### src/rtl/alu_serial_host_if.sv
// Serial pin side (sdi/sdo plus status) and ALU operand/result side of alu_serial_host.
// slave is the host block's view; master is the view of whatever drives the pins and models the ALU.
interface alu_serial_host_if #(
    parameter int DATA_W = 4,
    parameter int FN_W   = 2
);
    logic              sdi;
    logic              sdi_valid;
    logic [DATA_W-1:0] x;
    logic [DATA_W-1:0] y;
    logic [FN_W-1:0]   f;
    logic [DATA_W-1:0] xy;
    logic              sdo;
    logic              sdo_valid;
    logic              busy;
    logic              overrun;
    logic              perr;

    modport slave (
        input  sdi, sdi_valid, xy,
        output x, y, f, sdo, sdo_valid, busy, overrun, perr
    );

    modport master (
        output sdi, sdi_valid, xy,
        input  x, y, f, sdo, sdo_valid, busy, overrun, perr
    );
endinterface

### src/rtl/alu_serial_host.sv
// Bit-serial front end for the ALU: deserialises X/Y/F, waits for XY to settle, then serialises XY back out.
// Defining PARITY_EN appends an even-parity bit to each request frame.
module alu_serial_host #(
    parameter int DATA_W  = 4,
    parameter int FN_W    = 2,
    parameter int ALU_LAT = 0
) (
    input logic              clk,
    input logic              rst,
    alu_serial_host_if.slave bus
);
`ifdef PARITY_EN
    localparam int FRAME_W = 2 * DATA_W + FN_W + 1;
`else
    localparam int FRAME_W = 2 * DATA_W + FN_W;
`endif
    localparam int CNT_MAX0 = (FRAME_W - 1 > ALU_LAT) ? FRAME_W - 1 : ALU_LAT;
    localparam int CNT_MAX  = (CNT_MAX0 > DATA_W - 1) ? CNT_MAX0 : DATA_W - 1;
    localparam int CNT_W    = $clog2(CNT_MAX + 1);

    localparam logic [CNT_W-1:0] RX_LAST  = CNT_W'(FRAME_W - 1);
    localparam logic [CNT_W-1:0] LAT_LAST = CNT_W'(ALU_LAT);
    localparam logic [CNT_W-1:0] TX_LAST  = CNT_W'(DATA_W - 1);

    typedef enum logic [1:0] {ST_RX, ST_EXEC, ST_TX} state_e;

    state_e             state_q, state_d;
    logic [CNT_W-1:0]   cnt_q, cnt_d;
    logic [FRAME_W-2:0] frame_q, frame_d;
    logic [FRAME_W-1:0] frame_shift;
    logic [DATA_W-1:0]  x_q, x_d;
    logic [DATA_W-1:0]  y_q, y_d;
    logic [FN_W-1:0]    f_q, f_d;
    logic [DATA_W-1:0]  res_q, res_d;
    logic               overrun_q, overrun_d;
`ifdef PARITY_EN
    logic               perr_q, perr_d;
`endif

    // NOTE: every state register is written with <= so all of them update together from the old values.
    always_ff @(posedge clk) begin
        if (rst) begin
            state_q   <= ST_RX;
            cnt_q     <= '0;
            frame_q   <= '0;
            x_q       <= '0;
            y_q       <= '0;
            f_q       <= '0;
            res_q     <= '0;
            overrun_q <= 1'b0;
`ifdef PARITY_EN
            perr_q    <= 1'b0;
`endif
        end else begin
            state_q   <= state_d;
            cnt_q     <= cnt_d;
            frame_q   <= frame_d;
            x_q       <= x_d;
            y_q       <= y_d;
            f_q       <= f_d;
            res_q     <= res_d;
            overrun_q <= overrun_d;
`ifdef PARITY_EN
            perr_q    <= perr_d;
`endif
        end
    end

    // NOTE: every variable gets a hold/default value first, so no path through the case leaves one unassigned (no latches).
    always_comb begin
        state_d     = state_q;
        cnt_d       = cnt_q;
        frame_d     = frame_q;
        x_d         = x_q;
        y_d         = y_q;
        f_d         = f_q;
        res_d       = res_q;
        overrun_d   = 1'b0;
`ifdef PARITY_EN
        perr_d      = 1'b0;
`endif
        // Bits arrive LSB first, so the newest bit enters at the top; on the last bit this is the whole frame.
        frame_shift = {bus.sdi, frame_q};

        unique case (state_q)
            ST_RX: begin
                if (bus.sdi_valid) begin
                    frame_d = frame_shift[FRAME_W-1:1];
                    if (cnt_q == RX_LAST) begin
                        cnt_d = '0;
`ifdef PARITY_EN
                        if (^frame_shift) begin
                            perr_d = 1'b1;
                        end else begin
                            x_d     = frame_shift[DATA_W-1:0];
                            y_d     = frame_shift[2*DATA_W-1:DATA_W];
                            f_d     = frame_shift[2*DATA_W+FN_W-1:2*DATA_W];
                            state_d = ST_EXEC;
                        end
`else
                        x_d     = frame_shift[DATA_W-1:0];
                        y_d     = frame_shift[2*DATA_W-1:DATA_W];
                        f_d     = frame_shift[2*DATA_W+FN_W-1:2*DATA_W];
                        state_d = ST_EXEC;
`endif
                    end else begin
                        cnt_d = cnt_q + CNT_W'(1);
                    end
                end
            end
            ST_EXEC: begin
                overrun_d = bus.sdi_valid;
                if (cnt_q == LAT_LAST) begin
                    cnt_d   = '0;
                    res_d   = bus.xy;
                    state_d = ST_TX;
                end else begin
                    cnt_d = cnt_q + CNT_W'(1);
                end
            end
            ST_TX: begin
                overrun_d = bus.sdi_valid;
                res_d     = {1'b0, res_q[DATA_W-1:1]};
                if (cnt_q == TX_LAST) begin
                    cnt_d   = '0;
                    state_d = ST_RX;
                end else begin
                    cnt_d = cnt_q + CNT_W'(1);
                end
            end
            default: state_d = ST_RX;
        endcase
    end

    assign bus.x         = x_q;
    assign bus.y         = y_q;
    assign bus.f         = f_q;
    assign bus.sdo_valid = (state_q == ST_TX);
    assign bus.sdo       = (state_q == ST_TX) & res_q[0];
    assign bus.busy      = (state_q != ST_RX);
    assign bus.overrun   = overrun_q;
`ifdef PARITY_EN
    assign bus.perr      = perr_q;
`else
    assign bus.perr      = 1'b0;
`endif
endmodule

### src/flat_wrapper.sv
// flat-port wrapper written by rule: the top's interface ports become plain ports
module alu_serial_host_flat 
#(
    parameter int DATA_W  = 4,
    parameter int FN_W    = 2,
    parameter int ALU_LAT = 0
)
  (clk, rst, bus_sdi, bus_sdi_valid, bus_xy, bus_x, bus_y, bus_f, bus_sdo, bus_sdo_valid, bus_busy, bus_overrun, bus_perr);
  alu_serial_host_if #(.DATA_W(DATA_W), .FN_W(FN_W)) bus_i ();
  input logic clk;
  input logic rst;
  input wire logic [$bits(bus_i.sdi)-1:0] bus_sdi;
  input wire logic [$bits(bus_i.sdi_valid)-1:0] bus_sdi_valid;
  input wire logic [$bits(bus_i.xy)-1:0] bus_xy;
  output wire logic [$bits(bus_i.x)-1:0] bus_x;
  output wire logic [$bits(bus_i.y)-1:0] bus_y;
  output wire logic [$bits(bus_i.f)-1:0] bus_f;
  output wire logic [$bits(bus_i.sdo)-1:0] bus_sdo;
  output wire logic [$bits(bus_i.sdo_valid)-1:0] bus_sdo_valid;
  output wire logic [$bits(bus_i.busy)-1:0] bus_busy;
  output wire logic [$bits(bus_i.overrun)-1:0] bus_overrun;
  output wire logic [$bits(bus_i.perr)-1:0] bus_perr;
  assign bus_i.sdi = bus_sdi;
  assign bus_i.sdi_valid = bus_sdi_valid;
  assign bus_i.xy = bus_xy;
  assign bus_x = bus_i.x;
  assign bus_y = bus_i.y;
  assign bus_f = bus_i.f;
  assign bus_sdo = bus_i.sdo;
  assign bus_sdo_valid = bus_i.sdo_valid;
  assign bus_busy = bus_i.busy;
  assign bus_overrun = bus_i.overrun;
  assign bus_perr = bus_i.perr;
  alu_serial_host #(.DATA_W(DATA_W), .FN_W(FN_W), .ALU_LAT(ALU_LAT)) u_core (.clk(clk), .rst(rst), .bus(bus_i));
endmodule
### config.mk
export PLATFORM = sky130hd
export DESIGN_NAME = alu_serial_host_flat
export DESIGN_NICKNAME = d
export VERILOG_FILES = /design/src/rtl/alu_serial_host_if.sv /design/src/rtl/alu_serial_host.sv /design/src/flat_wrapper.sv
export SDC_FILE = /design/constraint.sdc
export NUM_CORES = 1
export LEC_CHECK = 0
export BUFFER_PORTS_ARGS = -buffer_cell sky130_fd_sc_hd__buf_2
export CAP_MARGIN = 0
export CELL_PAD_IN_SITES_DETAIL_PLACEMENT = 0
export CELL_PAD_IN_SITES_GLOBAL_PLACEMENT = 1
export CORE_MARGIN = 10
export CORE_UTILIZATION = 37
export DETAILED_ROUTE_END_ITERATION = 7
export PLACE_DENSITY = 0.81
export SLEW_MARGIN = 10
export SYNTH_ARGS = -nofsm -noshare
export SYNTH_HDL_FRONTEND = slang
export SYNTH_SLANG_ARGS = --single-unit
### constraint.sdc
create_clock -name clk -period 1.65 [get_ports clk]
set_clock_uncertainty 0.1 [all_clocks]
set_input_delay 0.0825 -clock clk [delete_from_list [all_inputs] [get_ports clk]]
set_output_delay 0.0825 -clock clk [all_outputs]
set_load 0.005 [all_outputs]
After elaboration in Yosys (flattened, before gate mapping)
Index checks and enable logic that the tools add are counted.
{"block": "totals", "regBits": 30, "latch_bits": 0, "mem_bits_rw": 0, "rom_bits": 0, "n_memories": 0}
{"block": "op_classes", "addsub": 1, "mul": 0, "div": 0, "magnitude_cmp": 0, "n_eq_ne": 8, "shift": 0, "mux": 12, "bitwise": 2, "reduce_logical": 12}
{"cell": "$mux W4", "n": 5}
{"cell": "$pmux W4 S3", "n": 1}
{"cell": "$mux W2", "n": 4}
{"cell": "$pmux W4 S2", "n": 1}
{"cell": "$ne A2 B1 Y1 const B", "n": 3}
{"cell": "$pmux W2 S3", "n": 1}
{"cell": "$reduce_and A2 Y1", "n": 3}
{"cell": "$add A4 B1 Y4 const B", "n": 1}
{"cell": "$eq A4 B2 Y1 const B", "n": 1}
{"cell": "$eq A4 B4 Y1 const B", "n": 1}
{"cell": "$logic_not A4 Y1", "n": 1}
{"cell": "$reduce_and A4 Y1", "n": 1}
{"cell": "$reduce_bool A2 Y1", "n": 2}
{"cell": "$reduce_or A2 Y1", "n": 2}
{"cell": "$reduce_and A3 Y1", "n": 1}
{"cell": "$reduce_bool A3 Y1", "n": 1}
{"cell": "$eq A2 B1 Y1 const B", "n": 1}
{"cell": "$eq A2 B2 Y1 const B", "n": 1}
{"cell": "$logic_not A2 Y1", "n": 1}
{"cell": "$ne A2 B2 Y1 const B", "n": 1}
{"cell": "$and A1 B1 Y1", "n": 1}
{"cell": "$not A1 Y1", "n": 1}

Logic depth before layout (Yosys ltp)
{"block": "depth", "ltp_word": 4, "ltp_mapped": 8, "mapped_depth_nobuf": 6}

Worst setup path after synthesis
OpenSTA, ideal clock, no wires.
{"block": "synth_timing", "path_type": "reg2reg", "from": "register u_core.state_q[0]", "to": "register u_core.state_q[0]", "setup_time_ps": 128, "arrival_time_ps": 1481, "setup_slack_ps": -58, "stages_incl_launch_ff": 8, "period_less_slack_ps": 1708, "path_cell_list": "dfxtp_1 -> inv_1 -> ha_1 -> buf_2 -> o22ai_1 -> o2111a_1 -> mux2i_1 -> nor2_1"}
{"block": "synth_between", "elab_chain_len": 3}
{"element": "start, declared", "line": "alu_serial_host.sv:27", "source": "state_e state_q, state_d;"}
{"element": "start signal, assigned", "line": "alu_serial_host.sv:55", "source": "state_q <= state_d;"}
{"element": "$eq A2 B2 Y1 *"}
{"element": "net bus_sdo_valid", "line": "flat_wrapper.sv:19", "source": "output wire logic [$bits(bus_i.sdo_valid)-1:0] bus_sdo_valid;"}
{"element": "$ne A2 B1 Y1 (no line)"}
{"element": "$reduce_and A4 Y1 (no line)"}
The timed path passes the listed nets; every way through them passes the cells marked *.
A chain may end at the register's enable or synchronous reset.

Worst setup path in the final report
{"block": "layout_timing", "from": "register u_core.cnt_q[3]", "to": "register u_core.state_q[1]"}
{"block": "layout_between", "elab_chain_len": 3}
{"element": "start, declared", "line": "alu_serial_host.sv:28", "source": "logic [CNT_W-1:0] cnt_q, cnt_d;"}
{"element": "start signal, assigned", "line": "alu_serial_host.sv:56", "source": "cnt_q <= cnt_d;"}
{"element": "$eq A4 B4 Y1 (tied with other cells)", "line": "alu_serial_host.sv:89", "source": "if (cnt_q == RX_LAST) begin"}
{"element": "$ne A2 B1 Y1 (no line)"}
{"element": "$reduce_and A4 Y1 (no line) *"}
Every way passes the cells marked *; elsewhere a longest branch is shown, timed or not.

==> results.md <==
- Status: complete, no violations
- Die area: 0.00668 sq mm
- Final WS setup: 0.0634 ns
- Syn_area_per_cell: 9.04 sq um
- Fillers: 341
- Final Instance Count excl. Fillers: 233
- Nets@finish: 201
- Largest net degree at the start of global routing: 31
- CTS clk-pin slew, worst paths: 0.06 ns
- Setup Crit Path Kind: reg2reg
- Tmin final: 1.59 ns
- Skew-Pair Late Insertion Delay: 0.28 ns
- Number of enable flip-flop cells after synthesis: 0
- Static Leak: 0.725 nW
- IO Count: 23
- CTS tree: done
- Worst-path fanout max: 10
- Routability cong.: 0.814
- Seq cells post-synth: 30
- M3 GR Usage: 3.71%
- Fraction of layout cells with a size suffix above 1: 32.4%
- Switching share of power: 27.8%
- Post-DR wirelength/cell: 14.4 microns
- Most common cell in the netlist: dfxtp_1
- Slowest cell on the critical path: dfxtp_1
- Max-slew violations: 0
- Syn Std Cell Area: 0.00141 sq mm
- Pint: 1.24 mW
- Storage cell area: 611 sq um
- Post-detail-place hpwl: 2210 microns
- Worst EP arrival: 1.63 ns
- Cells after synthesis: 156
- NetSw: 0.478 mW
- First drt pass iteration count: 4
- Starting density of the core: 38.5%
- Worst setup SP type: register
- GRT met2 Usage: 16.3%
- Slew HR: 64.0%
- Worst path cell trace: and4b_1, o2111a_1, mux2i_1, nor2_1
- H-Tree Depth: 2
- Clock Tree Buf Depth: 2
- Initial antenna violation count: 0
- Total track usage: 9.89%
- Cell accounting for the most synthesized area: dfxtp_1
- Async set-reset flop share out of synthesis: 0%
- Grt peak-use layer: met2
- Final hold viol count: 0
- Finish-stage setup viols: 0
- Hold crit path type: in2reg
- WL final: 3350 microns
- Max frequency: 630 MHz
- WP data required: 1.70 ns
- CTS sink cnt: 30
- # diodes: 0
- Via count: 1144
- Iter 0 DRT Violations: 43
- Critical Path Max Stage Delay: 0.60 ns
- Clk pwr share: 35.3%
- Peak supply drop: 0.416 mV
- Design Area, Final: 0.00182 sq mm
- Synth top cells by count: dfxtp_1, nand2_1, nor2_1, mux2i_1, a21oi_1
- Multi-input gate area: 863 sq um
- Total power: 1.72 mW
- Placement-stage cell area: 0.00156 sq mm
- Clock buffer count from CTS: 5
- Root buffer cell: clkbuf_8
- Post-CTS setup buffer count: 0
- Met1 Usage GRT: 11.2%
- Distinct cells, synth: 32
- Row count: 22
- Synth warnings: 0
- Via density per instance: 4.91
- Final period utilization: 96.2%
- Core area: 0.00366 sq mm
- Worst slack, placed: -0.113 ns
- Mapped Nets: 173
- Synth-to-Final Area Change: 28.8%
- Share of the synthesized area in the top cell type: 42.6%
- Placed instance count: 222
- Register area share after synthesis: 42.6%
- Die width: 81.7 microns
- Top_reg_cell synth: dfxtp_1
- Port Buffers: 21
- Global-route wire length before repair: 5260 microns
- Overflow left after global routing: 0
- Pwr dens: 945 mW/mm^2
- Combinational power share: 18.9%
- Die H: 81.7 microns
- WHS: 0.0627 ns
- Tightest Pin Transition: 0.541 ns
- Flop pwr share: 45.8%
- DRC Markers: 0
- Post-route ant nets: 0
- Synth area leaders: dfxtp_1, mux2i_1, ha_1
- Vias in the first global route: 1159
- Max_cap viols: 0
- Setup crit end kind: register
## power by group through the flow
stage | Clock (mW) | Combinational, mW | Sequential (mW)
2_1_floorplan | 0 | 0.174 | 0.785
3_3_place_gp | 0 | 0.239 | 0.790
3_5_place_dp | 0 | 0.248 | 0.792
4_1_cts | 0.626 | 0.276 | 0.777
5_1_grt | 0.657 | 0.357 | 0.791
6_report | 0.606 | 0.325 | 0.787
## flip-flops by register name, summed over array words and instances, names as in the netlist
| signal | cells |
|---|---|
| u_core.frame_q | 9 |
| u_core.bus.x | 4 |
| u_core.bus.y | 4 |
| u_core.cnt_q | 4 |
| u_core.res_q | 4 |
| u_core.bus.f | 2 |
| u_core.state_q | 2 |
| u_core.bus.overrun | 1 |
## what timing repair did
item / 4_1_cts / 5_1_grt
pin swaps: 2 / 3
gates resized for setup: 8 / 20
endpoints found under the setup margin: 16 / 20
cloned: 0 / 1
hold buffers: 2 / 0
endpoints found under the hold margin: 3 / 0
## per-layer routing
metal  wire length, microns  part of all wire, %  vias up
li1                       -                    -      583
met1                   1400                   42      535
met3                    171                  5.1        5
met2                   1740                   52       21
met5                      0                    0        -
met4                     43                  1.3        0
## worst max-delay path, delay by kind of cell (launching register included)
kind / cells / cell delay, ns
flops: 1 / 0.60
simple gates: 2 / 0.31
compound gates: 1 / 0.24
mux: 1 / 0.20
## cells in the final DEF, fill, tap and decap left out, types with 3 or more instances in the layout
cell	instances
a21oi_1	11
buf_2	21
buf_4	5
clkbuf_8	6
dfxtp_1	26
ha_1	4
ha_4	4
inv_1	4
mux2_2	3
mux2i_1	16
nand2_1	23
nand3_1	4
nor2_1	22
## cell type report
cell class	instances	share of cell area, %
Timing Repair Buffer	28	8.95
Tap cell	48	3.31
Multi-Input combinational cell	113	47.5
Sequential cell	30	33.6
Clock buffer	6	4.55
Inverter	6	1.38
Clock inverter	2	0.689
## cells by family (layout without fill, tap and decap cells)
family | Yosys count | count (layout) | share of synthesized area [%]
AND/OR/NAND/NOR | 63 | 64 | 20.5
flip-flops | 30 | 30 | 42.6
AO/OA/AOI/OAI | 20 | 20 | 9.32
multiplexers | 19 | 19 | 13.8
buffers and inverters | 14 | 42 | 5.59
adder cells (fa/ha/maj) | 9 | 9 | 7.99
other | 1 | 1 | 0.266
## path summary, 6_finish.rpt
path | start | endpoint | slack, ns | depth (start not counted)
max | u_core.cnt_q[3] | u_core.state_q[1] | 0.06 | 4
min | bus_xy[1] | u_core.res_q[1] | 0.06 | 4
max reg2reg | u_core.cnt_q[3] | u_core.state_q[1] | 0.06 | 4
min reg2reg | u_core.frame_q[5] | u_core.frame_q[4] | 0.37 | 2
## per-stage QoR
step / util [%] / setup TNS, ns
floorplan: - / 0
finish: 49.6 / 0
global route: 49.6 / -0.0242
global placement: 42.6 / 0
CTS: 47.0 / 0
detailed placement: 42.6 / -0.282
Note: power is estimated with default switching activity, not from simulation.
